File: config.mk
export PLATFORM = sky130hd
export DESIGN_NAME = pod_bringup_sequencer
export DESIGN_NICKNAME = d
export VERILOG_FILES = /design/src/rtl/pod_pkg.sv /design/src/rtl/pod_bringup_sequencer_sync.sv /design/src/rtl/pod_bringup_sequencer.sv
export SDC_FILE = /design/constraint.sdc
export NUM_CORES = 1
export LEC_CHECK = 0
export ABC_AREA = 1
export CAP_MARGIN = 30
export CORE_MARGIN = 2
export CORE_UTILIZATION = 50
export DETAILED_ROUTE_END_ITERATION = 16
export GPL_TIMING_DRIVEN = 0
export PLACE_DENSITY = 0.7
export SETUP_SLACK_MARGIN = 0.5
export SYNTH_ARGS = -nofsm -noshare
export SYNTH_HDL_FRONTEND = slang
export SYNTH_SLANG_ARGS = --single-unit
File: constraint.sdc
create_clock -name clk_125mhz -period 1.92 [get_ports clk_125mhz]
set_input_delay 0.48 -clock clk_125mhz [delete_from_list [all_inputs] [get_ports clk_125mhz]]
set_output_delay 0.48 -clock clk_125mhz [all_outputs]
set_load 0.005 [all_outputs]
File: src/rtl/pod_pkg.sv
`default_nettype none
// ============================================================================
// Module      : pod_pkg
// Description : Shared pod definitions: bring-up state encoding and default
//               timing constants (also used by the power controller's mate
//               delay).
// Revision    : 1.0 - initial release
// ============================================================================
package pod_pkg;

  // Default timings at 125 MHz
  localparam int unsigned c_pod_settle_cycles  = 32'd1250000;   // 10 ms
  localparam int unsigned c_pod_pgood_timeout  = 32'd12500000;  // 100 ms
  localparam int unsigned c_pod_reset_hold     = 32'd125000;    // 1 ms
  localparam int          c_pod_cnt_width      = 24;

  typedef enum logic [2:0] {
    S_IDLE       = 3'd0,
    S_SETTLE     = 3'd1,
    S_WAIT_PGOOD = 3'd2,
    S_RESET_HOLD = 3'd3,
    S_READY      = 3'd4,
    S_FAULT      = 3'd5
  } pod_bringup_state_t;

endpackage
`default_nettype wire

File: src/rtl/pod_bringup_sequencer_sync.sv
`default_nettype none
// ============================================================================
// Module      : ThreeStageSynchronizer
// Description : Three-flop synchronizer for a single asynchronous bit, with
//               an optional input register ahead of the chain.
// Revision    : 1.0 - initial release
// ============================================================================
module ThreeStageSynchronizer #(
  parameter bit INIT   = 1'b0,
  parameter bit IN_REG = 1'b0
) (
  input  logic clk,
  input  logic rst_n,
  input  logic d,
  output logic q
);

  logic       w_d_in;
  logic [2:0] r_sync;

  generate
    if (IN_REG) begin : g_in_reg
      logic r_in;
      // Optional register on the raw input before the synchronizing chain
      always_ff @(posedge clk or negedge rst_n) begin
        if (!rst_n) r_in <= INIT;
        else        r_in <= d;
      end
      assign w_d_in = r_in;
    end else begin : g_no_in_reg
      assign w_d_in = d;
    end
  endgenerate

  // Shift the input through three flops to resolve metastability
  always_ff @(posedge clk or negedge rst_n) begin
    if (!rst_n) r_sync <= {3{INIT}};
    else        r_sync <= {r_sync[1:0], w_d_in};
  end

  assign q = r_sync[2];

endmodule
`default_nettype wire

File: src/rtl/pod_bringup_sequencer.sv
`default_nettype none
// ============================================================================
// Module      : pod_bringup_sequencer
// Description : After pod power is enabled, waits for the rail to settle,
//               checks power-good with a timeout, enables the I/O buffers,
//               holds then releases pod reset and flags the pod ready.
//               Power-good faults are sticky; bring-ups are counted.
// Revision    : 1.0 - initial release
// ============================================================================
module pod_bringup_sequencer
  import pod_pkg::*;
#(
  parameter int unsigned SETTLE_CYCLES = c_pod_settle_cycles,
  parameter int unsigned PGOOD_TIMEOUT = c_pod_pgood_timeout,
  parameter int unsigned RESET_HOLD    = c_pod_reset_hold,
  parameter int          CNT_WIDTH     = c_pod_cnt_width
) (
  input  logic        clk_125mhz,
  input  logic        rst_n,
  input  logic        pod_power_en,
  input  logic        pod_power_good,
  input  logic        clear_fault,
  output logic        pod_rst_n,
  output logic        pod_io_en,
  output logic        pod_ready,
  output logic        pgood_fault,
  output logic [15:0] bringup_count
);

  localparam logic [CNT_WIDTH-1:0] c_settle_last  = CNT_WIDTH'(SETTLE_CYCLES - 1);
  localparam logic [CNT_WIDTH-1:0] c_timeout_last = CNT_WIDTH'(PGOOD_TIMEOUT - 1);
  localparam logic [CNT_WIDTH-1:0] c_hold_last    = CNT_WIDTH'(RESET_HOLD - 1);

  pod_bringup_state_t r_state, w_state_nxt;
  logic [CNT_WIDTH-1:0] r_cnt, w_cnt_nxt;
  logic        r_pod_rst_n,  w_pod_rst_n_nxt;
  logic        r_pod_io_en,  w_pod_io_en_nxt;
  logic        r_pod_ready,  w_pod_ready_nxt;
  logic        r_pgood_fault, w_pgood_fault_nxt;
  logic [15:0] r_bringup_count, w_bringup_count_nxt;
  logic        w_pgood_sync;

  ThreeStageSynchronizer #(
    .INIT   (1'b0),
    .IN_REG (1'b0)
  ) u_pgood_sync (
    .clk   (clk_125mhz),
    .rst_n (rst_n),
    .d     (pod_power_good),
    .q     (w_pgood_sync)
  );

  // State, counter and all outputs are registered together
  always_ff @(posedge clk_125mhz or negedge rst_n) begin
    if (!rst_n) begin
      r_state         <= S_IDLE;
      r_cnt           <= '0;
      r_pod_rst_n     <= 1'b0;
      r_pod_io_en     <= 1'b0;
      r_pod_ready     <= 1'b0;
      r_pgood_fault   <= 1'b0;
      r_bringup_count <= 16'h0000;
    end else begin
      r_state         <= w_state_nxt;
      r_cnt           <= w_cnt_nxt;
      r_pod_rst_n     <= w_pod_rst_n_nxt;
      r_pod_io_en     <= w_pod_io_en_nxt;
      r_pod_ready     <= w_pod_ready_nxt;
      r_pgood_fault   <= w_pgood_fault_nxt;
      r_bringup_count <= w_bringup_count_nxt;
    end
  end

  // Next-state and next-output decode; a fault set later in this block
  // overrides the clear applied in the defaults
  always_comb begin
    w_state_nxt         = r_state;
    w_cnt_nxt           = r_cnt;
    w_pod_rst_n_nxt     = r_pod_rst_n;
    w_pod_io_en_nxt     = r_pod_io_en;
    w_pod_ready_nxt     = r_pod_ready;
    w_pgood_fault_nxt   = clear_fault ? 1'b0 : r_pgood_fault;
    w_bringup_count_nxt = r_bringup_count;

    if ((r_state != S_IDLE) && !pod_power_en) begin
      // Unplug is a normal event: drop everything, no fault
      w_state_nxt     = S_IDLE;
      w_cnt_nxt       = '0;
      w_pod_rst_n_nxt = 1'b0;
      w_pod_io_en_nxt = 1'b0;
      w_pod_ready_nxt = 1'b0;
    end else begin
      case (r_state)
        S_IDLE: begin
          w_pod_rst_n_nxt = 1'b0;
          w_pod_io_en_nxt = 1'b0;
          w_pod_ready_nxt = 1'b0;
          if (pod_power_en) begin
            w_cnt_nxt   = '0;
            w_state_nxt = S_SETTLE;
          end
        end
        S_SETTLE: begin
          if (r_cnt == c_settle_last) begin
            w_cnt_nxt   = '0;
            w_state_nxt = S_WAIT_PGOOD;
          end else begin
            w_cnt_nxt = r_cnt + 1'b1;
          end
        end
        S_WAIT_PGOOD: begin
          if (w_pgood_sync) begin
            w_pod_io_en_nxt = 1'b1;
            w_cnt_nxt       = '0;
            w_state_nxt     = S_RESET_HOLD;
          end else if (r_cnt == c_timeout_last) begin
            w_pgood_fault_nxt = 1'b1;
            w_cnt_nxt         = '0;
            w_state_nxt       = S_FAULT;
          end else begin
            w_cnt_nxt = r_cnt + 1'b1;
          end
        end
        S_RESET_HOLD: begin
          if (!w_pgood_sync) begin
            w_pgood_fault_nxt = 1'b1;
            w_pod_io_en_nxt   = 1'b0;
            w_cnt_nxt         = '0;
            w_state_nxt       = S_FAULT;
          end else if (r_cnt == c_hold_last) begin
            w_pod_rst_n_nxt = 1'b1;
            w_pod_ready_nxt = 1'b1;
            w_cnt_nxt       = '0;
            if (r_bringup_count != 16'hffff)
              w_bringup_count_nxt = r_bringup_count + 16'h0001;
            w_state_nxt = S_READY;
          end else begin
            w_cnt_nxt = r_cnt + 1'b1;
          end
        end
        S_READY: begin
          if (!w_pgood_sync) begin
            w_pod_rst_n_nxt   = 1'b0;
            w_pod_io_en_nxt   = 1'b0;
            w_pod_ready_nxt   = 1'b0;
            w_pgood_fault_nxt = 1'b1;
            w_state_nxt       = S_FAULT;
          end
        end
        S_FAULT: begin
          w_pod_rst_n_nxt = 1'b0;
          w_pod_io_en_nxt = 1'b0;
          w_pod_ready_nxt = 1'b0;
        end
        default: begin
          w_state_nxt     = S_IDLE;
          w_cnt_nxt       = '0;
          w_pod_rst_n_nxt = 1'b0;
          w_pod_io_en_nxt = 1'b0;
          w_pod_ready_nxt = 1'b0;
        end
      endcase
    end
  end

  assign pod_rst_n     = r_pod_rst_n;
  assign pod_io_en     = r_pod_io_en;
  assign pod_ready     = r_pod_ready;
  assign pgood_fault   = r_pgood_fault;
  assign bringup_count = r_bringup_count;

endmodule
`default_nettype wire

======== Word level (Yosys, flattened, before mapping) ========
Index checks and enable logic that the tools add are counted.
storage, ports and cells
  bits in registers ....................... 49
  output and inout port bits .............. 20
  word-level logic and storage cells ...... 75
cells by class
  add/subtract/negate cells ............... 2
  equal/unequal tests ..................... 22
  mux-type cells .......................... 31
  bitwise logic cells ..................... 1
  reductions and logical operators ........ 12
operators by type and width
  kind                                                    count
  two-way mux 24 bit                                      7
  case mux 24 bit (5 select lines)                        1
  adder 24 x 1 -> 24 bit (second input constant)          1
  == test 24 x 17 -> 1 bit (second input constant)        1
  == test 24 x 21 -> 1 bit (second input constant)        1
  == test 24 bit (second input constant)                  1
  two-way mux 3 bit                                       8
  case mux 3 bit (6 select lines)                         1
  adder 16 x 1 -> 16 bit (second input constant)          1
  inequality test 16 bit (second input constant)          1
  inequality test 3 bit (second input constant)           5
  two-way mux 1 bit                                       11
  == test 3 x 2 -> 1 bit (second input constant)          2
  == test 3 bit (second input constant)                   2
  inequality test 3 x 2 -> 1 bit (second input constant)  2
  case mux 1 bit (3 select lines)                         2
  AND reduction 6 bit                                     1
  OR reduction 2 bit                                      3
  AND reduction 5 bit                                     1
  inequality test 2 x 1 -> 1 bit (second input constant)  2
  inequality test 2 bit (second input constant)           2
  inequality test 4 x 3 -> 1 bit (second input constant)  1
  inequality test 4 bit (second input constant)           1
  AND reduction 4 bit                                     1
  other kinds (9)                                         9

======== Longest topological paths before layout ========
Gate-level depths: netlist of run 1.
  depth after elaboration ................. 5
  mapped depth ............................ 12

======== Cells and area by module ========
A second synthesis of run 1 with hierarchy kept.
unflattened totals
  cells, all modules ...................... 444
  area total of the unflattened synthesis .. 3120.5 um^2
by module, submodules not included
  module                  times used  cells each  area each (um^2)  sequential area each (um^2)
  pod_bringup_sequencer   1           441         3045.4            1151.1
  ThreeStageSynchronizer  1           3           75.1              75.1

======== Worst setup path before layout of run 1 ========
Ideal clock, no wire load.
  kind .................................... flip-flop to flip-flop
  start point ............................. register r_cnt[0]
  end point ............................... register r_cnt[11]
  setup time .............................. 0.133 ns
  arrival ................................. 1.445 ns
  required time ........................... 1.787 ns
  path slack .............................. 0.342 ns
  cell stages (with the launch flop) ...... 12
  cells stage by stage .................... dfrtp_1 -> ha_1 -> nand2_2 -> inv_1 -> nand2_2 -> nor2_4 -> nand3_2 -> nand2_1 -> nand3_1 -> nand2_1 -> buf_4 -> a21oi_1
between the ends
  longest elaborated chain between the ends .. 5
  elaborated cells between the ends (all ways) .. 11
  classes of those cells .................. 1 x add/sub; 3 x eq/ne; 7 x mux
RTL lines
  element                                         RTL line                                                                                  RTL
  from (decl)                                     pod_bringup_sequencer.sv:35                                                               logic [CNT_WIDTH-1:0] r_cnt, w_cnt_nxt;
  from (signal assigned)                          pod_bringup_sequencer.sv:65                                                               r_cnt <= w_cnt_nxt;
  adder 24 x 1 -> 24 bit (tied with other cells)  pod_bringup_sequencer.sv:108, pod_bringup_sequencer.sv:121, pod_bringup_sequencer.sv:138
  two-way mux 24 bit (on tied branches)           pod_bringup_sequencer.sv:130, pod_bringup_sequencer.sv:116
  two-way mux 24 bit (on tied branches)           pod_bringup_sequencer.sv:125, pod_bringup_sequencer.sv:112
  case mux 24 bit (5 select lines) (*)            pod_bringup_sequencer.sv:93                                                               case (r_state)
  two-way mux 24 bit (*)                          pod_bringup_sequencer.sv:85                                                               if ((r_state != S_IDLE) && !pod_power_en) begin
Every way passes the cells marked *; elsewhere a longest branch is shown, timed or not.
A chain may end at the register's enable or synchronous reset.

======== Worst setup path in the final report of run 1 ========
  start point ............................. register r_cnt[1]
  end point ............................... register r_bringup_count[3] (netlist: bringup_count[3])
between the ends
  longest elaborated chain between the ends .. 2
RTL lines
  element                        RTL line                      RTL
  == test 24 x 17 -> 1 bit       pod_bringup_sequencer.sv:130  end else if (r_cnt == c_hold_last) begin
  AND reduction 5 bit (no line)  -
  to (signal assigned)           pod_bringup_sequencer.sv:70   r_bringup_count <= w_bringup_count_nxt;
  to (decl)                      pod_bringup_sequencer.sv:40   logic [15:0] r_bringup_count, w_bringup_count_nxt;
No other way between the ends.

==> results.md, run 1 <==
- Outcome: finished clean
- Max-cap violations: 0
- Compound-Gate Fraction of Synth Area: 7.33%
- Gpl congestion: 0.933
- Buf/Inv on CP: 1
- Sw Ratio: 40.6%
- RSZ-0062 raised after global routing: yes
- Root buffer cell: clkbuf_8
- Number of synthesized flops with an enable pin: 0
- R2R cell count: 10
- Endpoints failing setup: 0
- Worst VDD drop: 620 uV
- Vias: 3424
- Pre-CTS WS: -254 ps
- Critical Path RT: 2170 ps
- Vias per cell: 5.54
- CTS sink cnt: 49
- Syn Inst Count: 444
- Final WL: 9730 um
- Die width: 84.5 um
- Worst Max-Slew Pin Slew: 466 ps
- Worst reg-to-reg setup slack: 190 ps
- Arr. time, crit path: 1980 ps
- Initial antenna violation count: 0
- Endpoints failing hold: 0
- Share of layout cells above drive strength 1: 43.3%
- # rows: 29
- Synth top cells by count: nand2_1, nor2_1, dfrtp_1
- Yosys top cell by area: dfrtp_1
- Later-pin clock latency in the skew report: 320 ps
- Synth async-reset ratio: 100%
- Io pins: 25
- Pwr Density: 681 mW/mm^2
- Starting density of the core: 51.3%
- Largest net degree at the start of global routing: 32
- # port buffers: 24
- Combinational power share: 42.0%
- Synthesized net count: 451
- GRT Residual Overflow: 0
- Clk_skew: 12.7 ps
- DP Wirelength: 6040 um
- Critical path, cell by cell: ha_4 > nand2_8 > inv_4 > nand2_2 > nor2_4 > nand3_4 > nor2_4 > nand3_4 > nor2_4 > xor2_1
- Post-route clock period utilization: 90.0%
- Adder-cell share of the synthesized area: 0.772%
- Top_reg_cell synth: dfrtp_1
- Pleak: 1.93 nW
- Fillers: 469
- N_diodes: 0
- Largest family of logic cells by synthesized area: simple AND/OR/NAND/NOR gates
- CTS Buf Count: 5
- Fin. max-slew vios: 0
- Die height: 84.5 um
- Max-slew headroom: 68.9%
- Max Freq: 579 MHz
- Top post-synthesis cells by area: dfrtp_1, nand2_1, xor2_1
- Vias in the first global route: 3237
- Worst path slowest cell: dfrtp_1
- Min-delay worst type: input pin to async pin
- Wire length per cell: 15.7 um
- Clock transition at the registers of the reported paths: 110 ps
- Yosys top cell area share: 37.8%
- Library cells used by synthesis: 31
- Post-Synth Simple-Gate Area: 37.1%
- Int Pwr: 0.00188 W
- Layout area overhead: 43.8%
- Max Root-Sink Buffers: 2
- Worst path most repeated cell: nor2_4
- Synth warn: 0
- First-pass GRT wire length: 15400 um
- CTS tree: built
- Sequential-to-total area share from yosys stat: 37.8%
- Crit path time final: 1730 ps
- NetSw: 0.00129 W
- CP max stage delay: 410 ps
- Setup TNS: 0 ps
- Post-route ant nets: 0
- Critical path depth: 10
- Final core occ: 73.8%
- Synth Area in XOR/XNOR: 8.65%
- Multiplexer area fraction after synthesis: 0%
- CP max FO: 8
- Mapped Avg Cell Area: 7.30 um^2
- GR Util All Layers: 26.7%
- H-tree level count: 2
- CP startpoint kind: flip-flop
- Pre-Repair DR Iteration Count: 5
- Drt drc: 0
- Worst setup EP type: flip-flop
- Area of the mapped netlist: 0.00324 mm^2
- Final nets: 547
- Crit path kind: flip-flop to flip-flop
- Final WS setup: 193 ps
- Register share of total power: 36.6%
- Core box area: 0.00631 mm^2
- Crit path max-delay family: simple AND/OR/NAND/NOR gates
- Most frequent cell after synthesis: nand2_1
- Die area: 0.00714 mm^2
- DRT iter0 DRCs: 284
- Clock power share: 21.4%
- FF+latch count, synth: 49
## path summary, 6_finish.rpt
path | from | to
min in group clk_125mhz | u_pgood_sync.r_sync[1] | u_pgood_sync.r_sync[2]
worst max-delay path | r_cnt[1] | bringup_count[3]
worst max register to register | r_cnt[1] | bringup_count[3]
worst min register to register | u_pgood_sync.r_sync[1] | u_pgood_sync.r_sync[2]
worst min-delay path | rst_n | r_cnt[0]
max in group asynchronous | rst_n | bringup_count[0]
## power groups by stage
stage               Combinational (W)  Sequential (W)  Clock [W]
finish                        0.00133         0.00116   0.000679
global route                  0.00145         0.00117   0.000730
CTS                           0.00112         0.00116   0.000684
detailed placement           0.000823         0.00118          0
global placement             0.000810         0.00118          0
floorplan                    0.000573         0.00117          0
## registers in the layout, summed over array words and instances, names as in the netlist
signal	count
u_pgood_sync.r_sync	3
r_cnt	24
pgood_fault	1
bringup_count	16
r_state	3
pod_ready	1
pod_io_en	1
## routing by layer
layer | track usage, % | part of all wire (%) | vias to the layer above
li1 | - | - | 1635
met1 | 38.3 | 44 | 1651
met2 | 42.6 | 48 | 114
met3 | 3.64 | 5.9 | 24
met4 | 7.50 | 2.1 | 0
met5 | 0 | 0 | -
## cell type report
class                      instances  area [um^2]  area share [%]
multi-input combinational        332         2190            47.0
tap                               77         96.3            2.07
timing repair buffer              89          723            15.5
clock inverter                     3         26.3           0.564
inverter                          51          199            4.27
clock buffer                       5         68.8            1.48
sequential                        49         1250            26.8
buffer                            12          111            2.39
## timing repair
action | 4_1_cts | 5_1_grt
hold buffers | 0 | 0
gates cloned | 2 | 1
pin swaps | 29 | 20
setup endpoints to repair | 66 | 61
buffers inserted | 40 | 21
resized for setup | 136 | 66
## cell usage in the layout, fill, tap and decap left out, drive strengths merged, types with 2 or more instances in the layout
cell,instances
xor2,27
a31oi,2
clkinv,2
nand4,21
xnor2,5
nand2,94
clkbuf,12
nor2,76
nand3,48
nor3,12
inv,52
o21ai,18
ha,2
clkdlybuf4s15,7
buf,84
clkdlybuf4s50,3
a21oi,24
dfrtp,49
## stage by stage
step           total power, W  hold WS [ps]  cell area, um^2  instances
2_1_floorplan         0.00174           184             3300        444
3_3_place_gp          0.00199           340             3640        545
3_5_place_dp          0.00200           339             3650        546
4_1_cts               0.00297          97.7             4310        596
5_1_grt               0.00335           121             4660        618
6_report              0.00317          96.7             4660        618
## kinds of logic (layout without fill, tap and decap cells)
logic type / after synthesis / count (layout)
xor gates and xnor gates: 32 / 32
adders and majority gates: 2 / 2
and+or+nand+nor: 252 / 252
buffers and inverters: 63 / 160
DFF: 49 / 49
AOI/OAI and AO/OA: 46 / 46
(Power assumes the default switching activity.)
==> run 2, diff against run 1 <==
MAX_ROUTING_LAYER = met4   (was default)
==> results.md, run 2 (same netlist as run 1, synthesis figures left out) <==
- Worst path slowest cell: dfrtp_1
- Core box area: 0.00631 mm^2 (unchanged)
- Worst VDD drop: 721 uV (+16%)
- Fillers: 486 (+3.6%)
- Final WL: 9750 um (+0.17%)
- Critical Path RT: 2140 ps (-30 ps)
- Io pins: 25 (unchanged)
- Initial antenna violation count: 0 (unchanged)
- Die height: 84.5 um (unchanged)
- Largest net degree at the start of global routing: 31 (-3.1%)
- Max-slew headroom: 68.1% (-0.84 points)
- CP max FO: 6 (-2)
- Commonest non-fill, non-tap cell in the layout: nand2_1
- Die width: 84.5 um (unchanged)
- GR Util All Layers: 27.7% (+0.94 points)
- Vias in the first global route: 3134 (-3.2%)
- Vias: 3380 (-1.3%)
- Max Root-Sink Buffers: 2 (unchanged)
- Min-delay worst type: input pin to async pin
- Post-route ant nets: 0 (unchanged)
- Clk_skew: 7.58 ps (-5.10 ps)
- # rows: 29 (unchanged)
- RSZ-0062 raised after global routing: yes
- Drt drc: 0 (unchanged)
- Total power: 0.00333 W (+4.8%)
- Layout area overhead: 42.8%
- Crit path time final: 1730 ps (+5.06 ps)
- Wire length per cell: 15.8 um (+0.17%)
- Setup TNS: 0 ps (unchanged)
- CP max stage delay: 490 ps (+80 ps)
- Crit path kind: flip-flop to flip-flop
- Post-route clock period utilization: 90.2% (+0.26 points)
- Worst path most repeated cell: nor2_2
- Area of the multi-input gates: 0.00211 mm^2 (-3.5%)
- Share of layout cells above drive strength 1: 41.2% (-2.0 points)
- Later-pin clock latency in the skew report: 320 ps (about the same)
- Final nets: 547 (unchanged)
- Outcome: finished clean
- Crit path to: bringup_count[9]
- Clock transition at the registers of the reported paths: 100 ps (about the same)
- Pre-Repair DR Iteration Count: 5 (unchanged)
- FF/Latch Area: 0.00125 mm^2 (+0.10%)
- DRT iter0 DRCs: 317 (+12%)
- Starting density of the core: 51.3% (unchanged)
- R2R cell count: 9 (-1)
- First-pass GRT wire length: 15500 um (+0.23%)
- CP Launch Point: r_cnt[7]
- Endpoints failing setup: 0 (unchanged)
- DP Wirelength: 5950 um (-1.6%)
- Fin. max-slew vios: 0 (unchanged)
- Most frequent cells in the layout: nand2_1, buf_4, nor2_1, inv_1
- Worst Max-Slew Pin Slew: 479 ps (+12.6 ps)
- N_diodes: 0 (unchanged)
- Gpl congestion: 0.951 (+1.9%)
- Max Freq: 577 MHz (-0.29%)
- CTS sink cnt: 49 (unchanged)
- Pwr Density: 718 mW/mm^2 (+5.5%)
- Vias per cell: 5.47 (-1.3%)
- GRT Residual Overflow: 0 (unchanged)
- Reg2Reg Capture Point: bringup_count[9]
- CTS tree: built
- Biggest register: r_cnt
- Endpoints failing hold: 0 (unchanged)
- RR Startpoint: r_cnt[7]
- Root buffer cell: clkbuf_8
- Max reg flops: 24 (unchanged)
- Worst reg-to-reg setup slack: 190 ps (about the same)
- Pleak: 1.96 nW (+1.5%)
- # port buffers: 24 (unchanged)
- CTS Buf Count: 5 (unchanged)
- Max-cap violations: 0 (unchanged)
- Arr. time, crit path: 1950 ps (-30 ps)
- Critical path, cell by cell: inv_2 > nand3_1 > nor2_2 > nand4_1 > nor2_2 > nand3_2 > buf_6 > nand2_1 > o21ai_1
- H-tree level count: 2 (unchanged)
- Die area: 0.00714 mm^2 (unchanged)
- Worst setup EP type: flip-flop
- CP startpoint kind: flip-flop
-- run 2: worst min-delay path by stage --
stage	start	end	slack (ps)	cells past startpoint
floorplan	rst_n	bringup_count[0]	180	0
global placement	u_pgood_sync.r_sync[1]	u_pgood_sync.r_sync[2]	340	0
detailed placement	u_pgood_sync.r_sync[0]	u_pgood_sync.r_sync[1]	330	0
CTS	rst_n	r_cnt[1]	120	1
global route	rst_n	r_cnt[1]	140	1
finish	rst_n	r_cnt[18]	110	1
-- run 2: final cells by class --
type,instances,area share (%)
plain buffers,12,2.49
flip-flops and latches,49,27.0
multi-input cells,332,45.6
clock inverters,3,0.459
clock buffers,5,1.49
inverters,51,4.19
repair buffers,89,16.7
well taps,77,2.08
-- run 2: through the flow --
step	hold WS (ps)	cells	utilization [%]	worst slack [ps]	instance area, um^2
floorplan	184	444	-	387	3300
global placement	340	545	57.6	-1090	3640
detailed placement	335	546	57.9	-270	3650
CTS	117	601	69.5	233	4390
global route	145	618	73.3	107	4630
finish	108	618	73.3	187	4630
-- run 2: where the power goes --
group	switching, W	internal, W	leakage, nW
registers	0.0000636	0.00110	0.633
clock network	0.000395	0.000260	0.0445
logic	0.000873	0.000638	1.28
total	0.00133	0.00200	1.96
-- run 2: layer usage --
layer | global-route usage (%) | vias to the layer above | wire length, um
li1 | - | 1636 | -
met1 | 41.0 | 1626 | 4590
met2 | 40.1 | 104 | 4500
met3 | 4.13 | 14 | 531
met4 | 6.49 | 0 | 123
met5 | - | - | 0
-- run 2: critical path, delay by kind of cell, from the launching register on --
kind	cells	cell delay [ps]
AND/OR/NAND/NOR	6	800
buffers and inverters	2	290
AO/OA/AOI/OAI	1	60
flip-flops	1	490
-- run 2: repair_timing --
item,4_1_cts,5_1_grt
buffers inserted,44,16
hold buffers,0,0
gates cloned,3,1
endpoints found under the setup margin,66,60
gates resized for setup,143,45
pin swaps,28,27
